**src/rtl/conv_result_writer.sv**
```systemverilog
// conv_result_writer: normalises 20-bit convolution results by >> NORM_SHIFT,
// saturates them to 8 bits and writes them raster-ordered into BRAM port A.
// Latency: 1 cycle from accept to wea/addra/dina. Throughput: 1 pixel/cycle.
// Backpressure: res_ready is high only in RUN. A res_valid in IDLE/DONE is dropped.
//
// Ports:
//   clk, rst_n                 clock, async active-low reset
//   frame_start                one-cycle pulse that arms a frame (only honoured in IDLE)
//   res_valid/res_data/res_ready  result handshake from the convolution unit
//   wea/addra/dina             BRAM port A write (registered)
//   busy                       state != IDLE (decoded from state)
//   frame_done                 one-cycle pulse coincident with the last write
//   sat_count                  saturated-pixel count for the current frame, sticks at FFFF
module conv_result_writer #(
    parameter int          OUT_W      = 126,
    parameter int          OUT_H      = 126,
    parameter logic [14:0] OUT_BASE   = 15'h0000,
    parameter int          NORM_SHIFT = 4
) (
    input  logic        clk,
    input  logic        rst_n,
    input  logic        frame_start,
    input  logic        res_valid,
    input  logic [19:0] res_data,
    output logic        res_ready,
    output logic        wea,
    output logic [14:0] addra,
    output logic [7:0]  dina,
    output logic        busy,
    output logic        frame_done,
    output logic [15:0] sat_count
);

    typedef enum logic [1:0] {
        IDLE = 2'd0,
        RUN  = 2'd1,
        DONE = 2'd2
    } state_t;

    // 16-bit counters cover any image that fits the 15-bit address space.
    localparam logic [15:0] COL_MAX = 16'(OUT_W - 1);
    localparam logic [15:0] ROW_MAX = 16'(OUT_H - 1);

    state_t      state_q, state_d;
    logic [15:0] col_q, col_d;
    logic [15:0] row_q, row_d;
    logic [14:0] addr_q, addr_d;
    logic [15:0] sat_q, sat_d;
    logic        wea_q, wea_d;
    logic [14:0] addra_q, addra_d;
    logic [7:0]  dina_q, dina_d;
    logic        done_q, done_d;

    logic        accept;
    logic [19:0] pix;
    logic        pix_sat;

    always_comb begin
        accept  = (state_q == RUN) && res_valid;
        pix     = res_data >> NORM_SHIFT;
        // Anything at or above 256 after normalisation does not fit in 8 bits.
        pix_sat = |pix[19:8];

        state_d = state_q;
        col_d   = col_q;
        row_d   = row_q;
        addr_d  = addr_q;
        sat_d   = sat_q;
        wea_d   = 1'b0;
        addra_d = addra_q;
        dina_d  = dina_q;
        done_d  = 1'b0;

        case (state_q)
            IDLE: begin
                if (frame_start) begin
                    state_d = RUN;
                    col_d   = 16'd0;
                    row_d   = 16'd0;
                    sat_d   = 16'd0;
                    addr_d  = OUT_BASE;
                end
            end
            RUN: begin
                if (accept) begin
                    wea_d   = 1'b1;
                    addra_d = addr_q;
                    dina_d  = pix_sat ? 8'hFF : pix[7:0];
                    if (pix_sat && (sat_q != 16'hFFFF)) begin
                        sat_d = sat_q + 16'd1;
                    end
                    // 15-bit modular: a frame running past 7FFF wraps to 0.
                    addr_d = addr_q + 15'd1;
                    if (col_q == COL_MAX) begin
                        col_d = 16'd0;
                        row_d = row_q + 16'd1;
                        if (row_q == ROW_MAX) begin
                            state_d = DONE;
                            done_d  = 1'b1;
                        end
                    end else begin
                        col_d = col_q + 16'd1;
                    end
                end
            end
            DONE: begin
                // frame_start here is deliberately ignored.
                state_d = IDLE;
            end
            default: begin
                state_d = IDLE;
            end
        endcase
    end

    always_ff @(posedge clk or negedge rst_n) begin
        if (!rst_n) begin
            state_q <= IDLE;
            col_q   <= 16'd0;
            row_q   <= 16'd0;
            addr_q  <= 15'd0;
            sat_q   <= 16'd0;
            wea_q   <= 1'b0;
            addra_q <= 15'd0;
            dina_q  <= 8'd0;
            done_q  <= 1'b0;
        end else begin
            state_q <= state_d;
            col_q   <= col_d;
            row_q   <= row_d;
            addr_q  <= addr_d;
            sat_q   <= sat_d;
            wea_q   <= wea_d;
            addra_q <= addra_d;
            dina_q  <= dina_d;
            done_q  <= done_d;
        end
    end

    assign res_ready  = (state_q == RUN);
    assign busy       = (state_q != IDLE);
    assign wea        = wea_q;
    assign addra      = addra_q;
    assign dina       = dina_q;
    assign frame_done = done_q;
    assign sat_count  = sat_q;

endmodule
```
**config.mk**
```make
export PLATFORM = sky130hd
export DESIGN_NAME = conv_result_writer
export DESIGN_NICKNAME = d
export VERILOG_FILES = /design/src/rtl/conv_result_writer.sv
export SDC_FILE = /design/constraint.sdc
export NUM_CORES = 1
export LEC_CHECK = 0
export BUFFER_PORTS_ARGS = -buffer_cell sky130_fd_sc_hd__buf_2
export CORE_ASPECT_RATIO = 0.8
export CORE_MARGIN = 2
export CORE_UTILIZATION = 50
export DETAILED_ROUTE_END_ITERATION = 7
export PLACE_DENSITY = 0.71
export SETUP_SLACK_MARGIN = 0.02
export SLEW_MARGIN = 20
export SYNTH_ARGS = -nofsm -noshare
export SYNTH_HDL_FRONTEND = slang
export SYNTH_SLANG_ARGS = --single-unit
```
**constraint.sdc**
```tcl
create_clock -name clk -period 5.1 [get_ports clk]
set_input_delay 0.255 -clock clk [delete_from_list [all_inputs] [get_ports clk]]
set_output_delay 0.255 -clock clk [all_outputs]
set_load 0.005 [all_outputs]
```
* Word level (Yosys, flattened, before mapping)
Index checks and enable logic that the tools add are counted.
Word-level totals: flip-flop bits (word level) 90, word-level logic and storage cells 58
Cells by class: add/subtract/negate cells 4, eq/ne operators 9, multiplexer cells 25, reduce and logical (&&, ||, !) cells 11
Operators with widths (count):
- 2-to-1 mux 16 bit | 7
- case mux 16 bit (2 select lines) | 3
- adder 16 x 1 -> 16 bit (second input constant) | 3
- == test 16 x 7 -> 1 bit (second input constant) | 2
- 2-to-1 mux 15 bit | 2
- case mux 15 bit (2 select lines) | 1
- != test 16 bit (second input constant) | 1
- adder 15 x 1 -> 15 bit (second input constant) | 1
- AND reduction 4 bit | 3
- 2-to-1 mux 2 bit | 4
- 2-to-1 mux 8 bit | 1
- != test 2 x 1 -> 1 bit (second input constant) | 4
- OR reduction 8 bit | 1
- 2-to-1 mux 1 bit | 6
- case mux 2 bit (2 select lines) | 1
- nonzero test 2 bit | 2
- AND reduction 3 bit | 1
- == test 2 x 1 -> 1 bit (second input constant) | 1
- logical AND 1 bit | 2
- zero test 2 bit | 1
- != test 2 bit (second input constant) | 1
- AND reduction 2 bit | 1

* Longest topological paths before layout
Gate-level depths: netlist of run 1.
depth after elaboration 5, depth in mapped cells 9, depth with buffers taken out 7

* Least setup slack after synthesis of run 1
No wires, ideal clock.
kind register to register, from register col_q[1], to register row_q[15], setup time 119 ps, data arrival time 2056 ps, slack 2926 ps, cell stages (with the launch flop) 10, path buffers 2, period minus slack after synthesis 2174 ps, path through dfrtp_1 -> inv_1 -> ha_1 -> or4b_4 -> and4bb_1 -> buf_6 -> o21ai_2 -> buf_6 -> o31a_1 -> o21a_1
Between the ends: cells in the longest elaborated chain, start to end 3
RTL lines:
- start, declared | RTL line 45 | logic [15:0] col_q, col_d;
- start signal, assigned | RTL line 129 | col_q <= col_d;
- == test 16 x 7 -> 1 bit | RTL line 94 | if (col_q == COL_MAX) begin
- != test 2 x 1 -> 1 bit (no line)
- AND reduction 4 bit (no line)
- end signal, assigned | RTL line 130 | row_q <= row_d;
- end, declared | RTL line 46 | logic [15:0] row_q, row_d;
No other way between the ends. A chain may end at the register's enable or synchronous reset.

* Worst setup path after layout of run 1
from register state_q[0], to register sat_q[5], in the netlist sat_count[5]
Between the ends: cells in the longest elaborated chain, start to end 4
RTL lines:
- start, declared | RTL line 44 | state_t state_q, state_d;
- start signal, assigned | RTL line 128 | state_q <= state_d;
- == test 2 x 1 -> 1 bit | RTL line 59, 74
- logical AND 1 bit | RTL line 59 | accept = (state_q == RUN) && res_valid;
- != test 2 x 1 -> 1 bit (no line)
- AND reduction 4 bit (no line)
- end signal, assigned | RTL line 132 | sat_q <= sat_d;
- end, declared | RTL line 48 | logic [15:0] sat_q, sat_d;
Parallel ways exist; a longest one is shown, timed or not.

==> results of run 1 <==
==> worst max-delay path: cells and delay by family (launching register included) <==
kind               cells  cell delay (ps)
muxes                  1              740
DFF                    1              450
AOI/OAI and AO/OA      4             1390
==> state kept, by name, indices dropped and copies added, names as in the netlist <==
name,cells
sat_count,16
state_q,2
frame_done,1
col_q,16
row_q,16
addr_q,15
dina,8
wea,1
addra,15
==> power by group <==
part | internal (mW) | switching, mW
clock | 0.205 | 0.247
sequential | 0.790 | 0.0922
combinational | 0.105 | 0.124
==> layer usage <==
metal / track usage, % / vias to the layer above / routed length, um
met3: 4.84 / 15 / 390
met2: 35.3 / 73 / 4620
met4: 7.23 / 0 / 129
li1: - / 1796 / -
met5: 0 / - / 0
met1: 32.3 / 1791 / 4900
==> final cells by class <==
type	count	area [um^2]
fillers	753	3520
repair buffers	66	345
clock inverters	3	23.8
flip-flops and latches	90	2250
multi-input cells	351	2030
well taps	112	140
clock buffers	13	159
inverters	12	45.0
==> cell usage in the layout, fill, tap and decap left out, drive strengths merged, types with 2 or more instances in the layout <==
cell type	count
and3	6
and4	2
a22o	2
mux2i	2
or2	2
a31oi	4
or4	5
nor4	12
nor4b	2
o22a	8
clkinv	2
buf	65
xnor2	4
nand2b	2
and2	4
or3	3
xor2	24
ha	6
o41ai	3
nor2	52
nand4	17
o211ai	3
nor3	9
dfrtp	90
o21ai	28
nand3	25
clkinvlp	2
clkbuf	13
nand2	81
a21oi	12
o31ai	15
inv	11
==> logic make-up after synthesis <==
kind of cell	share of synthesized area, %
multiplexers	0.454
buffers and inverters	2.98
AND/OR/NAND/NOR	25.8
AO/OA/AOI/OAI	12.5
adder cells (fa/ha/maj)	1.70
flip-flops	51.0
XOR/XNOR	5.56
==> path summary, 6_finish.rpt <==
kind / to / cells after the start
max: sat_count[5] / 5
min: dina[6] / 2
max reg2reg: sat_count[5] / 5
min reg2reg: addra[3] / 2
max in group asynchronous: row_q[3] / 3
min in group asynchronous: sat_count[7] / 2
==> through the flow <==
stage | total power, mW | std cells
after floorplan | 1.02 | 471
after global placement | 1.11 | 630
after detailed placement | 1.13 | 630
after CTS | 1.58 | 647
after global routing | 1.66 | 647
final | 1.56 | 647
==> flow_summary.yaml, run 1 <==
place:
  place_congestion: 0.853
  place_area_um2: 4800
  port_buffers: 62
  dp_slack_ps: 2420
  hpwl_um: 7040
global_routing:
  grt_pass1_vias: 3537
  grt_max_degree: 66
  grt_pass1_wl_um: 17200
  grt_usage_pct: 22.8
  grt-ovfl-total: 0
  antenna_found_initial: 0
sta:
  whs_ps: 95.1
  layout_min_cycle_time_ps: 2710
  fin_ws_ps: 2390
  fmax_mhz: 369
  rsz0062_at_grt: "false"
  setup_tns_ps: 0
  tightestPinTransition_ps: 1070
  slew_violations: 0
  finalCritPeriodShare_pct: 53.2
  finalHoldViolations: 0
  finalSetupViolations: 0
  slew_headroom_pct: 28.5
  clock_skew_ps: 8.68
critical_path:
  path_cells: "mux2i_1 > a211oi_1 > o2bb2ai_1 > o21ai_0 > o41ai_1"
  path_max_fanout: 16
  crit_path_start: "state_q[0]"
  critPathSlowestCell: "o2bb2ai_1"
  critPathRequiredTime_ps: 5350
  crit_path_end_kind: "register"
  cp-start-kind: "register"
  max_stage_delay_ps: 890
  crit_type: "register to register"
  r2r_slack_ps: 2390
  r2r-start: "state_q[0]"
  cp.arrival_ps: 2960
power_and_ir_drop:
  leakage_nw: 2.27
  vdd_ir_drop_max_mv: 0.173
  power_density_nw_per_um2: 313
final_layout:
  final_util_pct: 58.6
  area_growth_syn_to_layout_pct: 13.2
  drive_gt1_share_pct: 16.6
  antennaDiodeCount: 0
  nets: 560
  final_area_um2: 5000
synthesis:
  yosys.cell_types.count: 57
  ys.flop_type: "dfrtp_1"
  syn_inst: 471
  syn_nets: 501
  syn-mean-instance-area_um2: 9.37
  synth_edf_count: 0
  yosysTopAreaCellShare_pct: 51.0
  synth_top_cells_by_area: "dfrtp_1 (51%), nand2_1 (6.9%), xor2_1 (4.8%)"
  synthesis.area_um2: 4410
  post-synth-top-area-cell: "dfrtp_1"
  yosys_warnings: 0
  yosysSeqAreaShare_pct: 51.0
  yosys-top-cells-count: "dfrtp_1 (90), nand2_1 (81), nor2_1 (50)"
  yosysMostFrequentCell: "dfrtp_1"
  ys_seq_elements: 90
  ys_async_sr_fraction_pct: 100
route:
  wirelength_um: 10000
  num_vias: 3675
  postRouteAntennaNets: 0
  drtIter0Drc: 205
  routed_via_density: 5.68
  drt-pass1-iter-count: 4
  route.detailed.wl_per_inst_um: 15.5
  drc: 0
floorplanning:
  start_util_pct: 51.8
  fp-row-count: 30
  die_h_um: 88.0
  io_pins: 67
  dieArea_um2: 9600
  die_w_um: 109
  core_um2: 8520
min_path:
  worstHoldStart: "res_data[10]"
  hold_class: "input port to register"
outcome:
  outcome: "complete, no violations"
clock_network:
  path_clk_slew_ps: 90
  post_cts_resized: 0
  ctsHoldBuffers: 1
  cts-root-buf: "clkbuf_8"
  numCtsBuffers: 9
  cts_buffer_depth: 2
  cts_max_level: 3
  clk_latency_ps: 360
  cts_sinks: 90
  cts_tree: "yes"
  cts_setup_buffers: 0
run:
  cap_violations: 0
Note: power is estimated with default switching activity, not from simulation.
==> run 2: changes to the inputs <==
--- a/config.mk
+++ b/config.mk
@@ -10,7 +10,7 @@
 export CORE_MARGIN = 2
 export CORE_UTILIZATION = 50
 export DETAILED_ROUTE_END_ITERATION = 7
-export PLACE_DENSITY = 0.71
+export PLACE_DENSITY = 0.74
 export SETUP_SLACK_MARGIN = 0.02
 export SLEW_MARGIN = 20
 export SYNTH_ARGS = -nofsm -noshare
==> constraint.sdc (replaced) <==
create_clock -name clk -period 2.4 [get_ports clk]
set_input_delay 0.12 -clock clk [delete_from_list [all_inputs] [get_ports clk]]
set_output_delay 0.12 -clock clk [all_outputs]
set_load 0.005 [all_outputs]
==> run 2 against run 1 <==
  * Clock skew increased by 2.2 ps
  * Global-route usage decreased by 0.34 points
  * Largest power group unchanged
  * Utilization increased by 2.5 points
  * Register-to-register slack got worse by 2300 ps
  * Combinational power increased by 130%
  * Fmax increased by 18%
  * Count of clock-buffer cells in the layout unchanged
  * Clock power increased by 140%
  * First-iteration DRC count increased by 25%
  * Design area increased by 4.2%
  * Wire length decreased by 1.1%
==> flow_summary.yaml, run 2 (same netlist as run 1, synthesis figures left out) <==
outcome:
  outcome: "complete, no violations"
clock_network:
  cts-root-buf: "clkbuf_8"
  cts_max_level: 3
  cts_sinks: 90
  cts_buffer_depth: 2
  path_clk_slew_ps: 80
  cts_tree: "yes"
  clk_latency_ps: 370
  numCtsBuffers: 9
critical_path:
  critPathRequiredTime_ps: 2690
  crit_path_end_kind: "register"
  r2r_cells: 7
  crit_type: "register to register"
  r2r-end: "row_q[5]"
  r2r-start: "col_q[1]"
  r2r_slack_ps: 110
  cp.arrival_ps: 2580
  path_max_fanout: 11
  cp-start-kind: "register"
final_layout:
  final_common_cell: "dfrtp_1"
  area_growth_syn_to_layout_pct: 18.0
  antennaDiodeCount: 0
  fill_cells: 695
  drive_gt1_share_pct: 18.3
  final_cell_mix: "dfrtp_1 (89), nand2_1 (81), buf_2 (61)"
  fin_cells: 665
  final_area_um2: 5210
  nets: 579
route:
  postRouteAntennaNets: 0
  drc: 0
  drt-pass1-iter-count: 5
  wl_met3_um: 575
  num_vias: 3783
  wl_met2_um: 4530
  drtIter0Drc: 256
  wirelength_um: 9930
  wl_met1_um: 4660
  routed_via_density: 5.69
  route.detailed.wl_per_inst_um: 14.9
  maxUsedRoutingLayer: "met4"
min_path:
  worstHoldStart: "frame_start"
  hold_depth: 3
  worstHoldEndpoint: "state_q[0]"
  hold_class: "input port to register"
floorplanning:
  fp-row-count: 30
  io_pins: 67
  core_um2: 8520
  dieArea_um2: 9600
  die_h_um: 88.0
  die_w_um: 109
  start_util_pct: 51.8
global_routing:
  grt_usage_pct: 22.5
  grt_max_degree: 57
  grt_pass1_vias: 3505
  grt_pass1_wl_um: 16700
  antenna_found_initial: 0
  grt-ovfl-total: 0
place:
  port_buffers: 62
  dp.cells: 639
  dp_slack_ps: -12.1
  hpwl_um: 6870
  place_congestion: 0.909
  place_area_um2: 4880
sta:
  finalSetupViolations: 0
  tightestPinTransition_ps: 678
  setup_tns_ps: 0
  finalHoldViolations: 0
  clock_skew_ps: 10.9
  slew_violations: 0
  rsz0062_at_grt: "false"
  fmax_mhz: 436
  finalCritPeriodShare_pct: 95.5
  slew_headroom_pct: 54.4
  layout_min_cycle_time_ps: 2290
  fin_ws_ps: 109
power_and_ir_drop:
  leakage_nw: 2.38
  p_total_mw: 3.46
  power_density_nw_per_um2: 665
  vdd_ir_drop_max_mv: 0.446
run:
  cap_violations: 0
-- run 2: critical path: stages (launching register included) --
cell and delay (ps):
dfrtp_1 400, inv_1 70, ha_1 130, or4b_4 460, and4bb_4 390, o21ai_4 110
or4_1 480, a21oi_1 170
-- run 2: where the power goes --
group          internal (mW)  switching (mW)
Combinational          0.249           0.268
Sequential              1.68           0.189
Clock                  0.560           0.516
-- run 2: what timing repair did --
item / 4_1_cts / 5_1_grt
setup endpoints to repair: 2 / 5
hold endpoints to repair: 43 / 0
gates cloned: 0 / 0
resized for setup: 1 / 3
hold buffers: 10 / 0
setup buffers: 0 / 1
-- run 2: through the flow --
stage,hold slack [ps],util [%]
after global routing,91.0,61.1
after detailed placement,103,57.3
after floorplan,-176,-
after CTS,42.9,60.9
after global placement,97.2,57.3
final,50.9,61.1
-- run 2: layer usage --
layer | vias up | GRT usage, %
met5 | - | 0
li1 | 1827 | -
met3 | 14 | 6.55
met2 | 114 | 34.3
met1 | 1828 | 31.1
met4 | 0 | 7.23
-- run 2: worst max path at each step --
stage	startpoint	endpoint	slack (ps)
CTS	col_q[1]	row_q[5]	20
global placement	col_q[1]	row_q[14]	90
detailed placement	col_q[1]	row_q[5]	-10
global route	col_q[1]	row_q[10]	40
floorplan	col_q[1]	row_q[15]	230
finish	col_q[1]	row_q[5]	110
-- run 2: area by class of cell --
type,instances,area (um^2),area share (%)
flip-flops and latches,90,2250,43.3
multi-input cells,351,2040,39.2
repair buffers,85,523,10.0
clock buffers,13,169,3.24
well taps,112,140,2.69
inverters,12,45.0,0.865
clock inverters,2,35.0,0.673
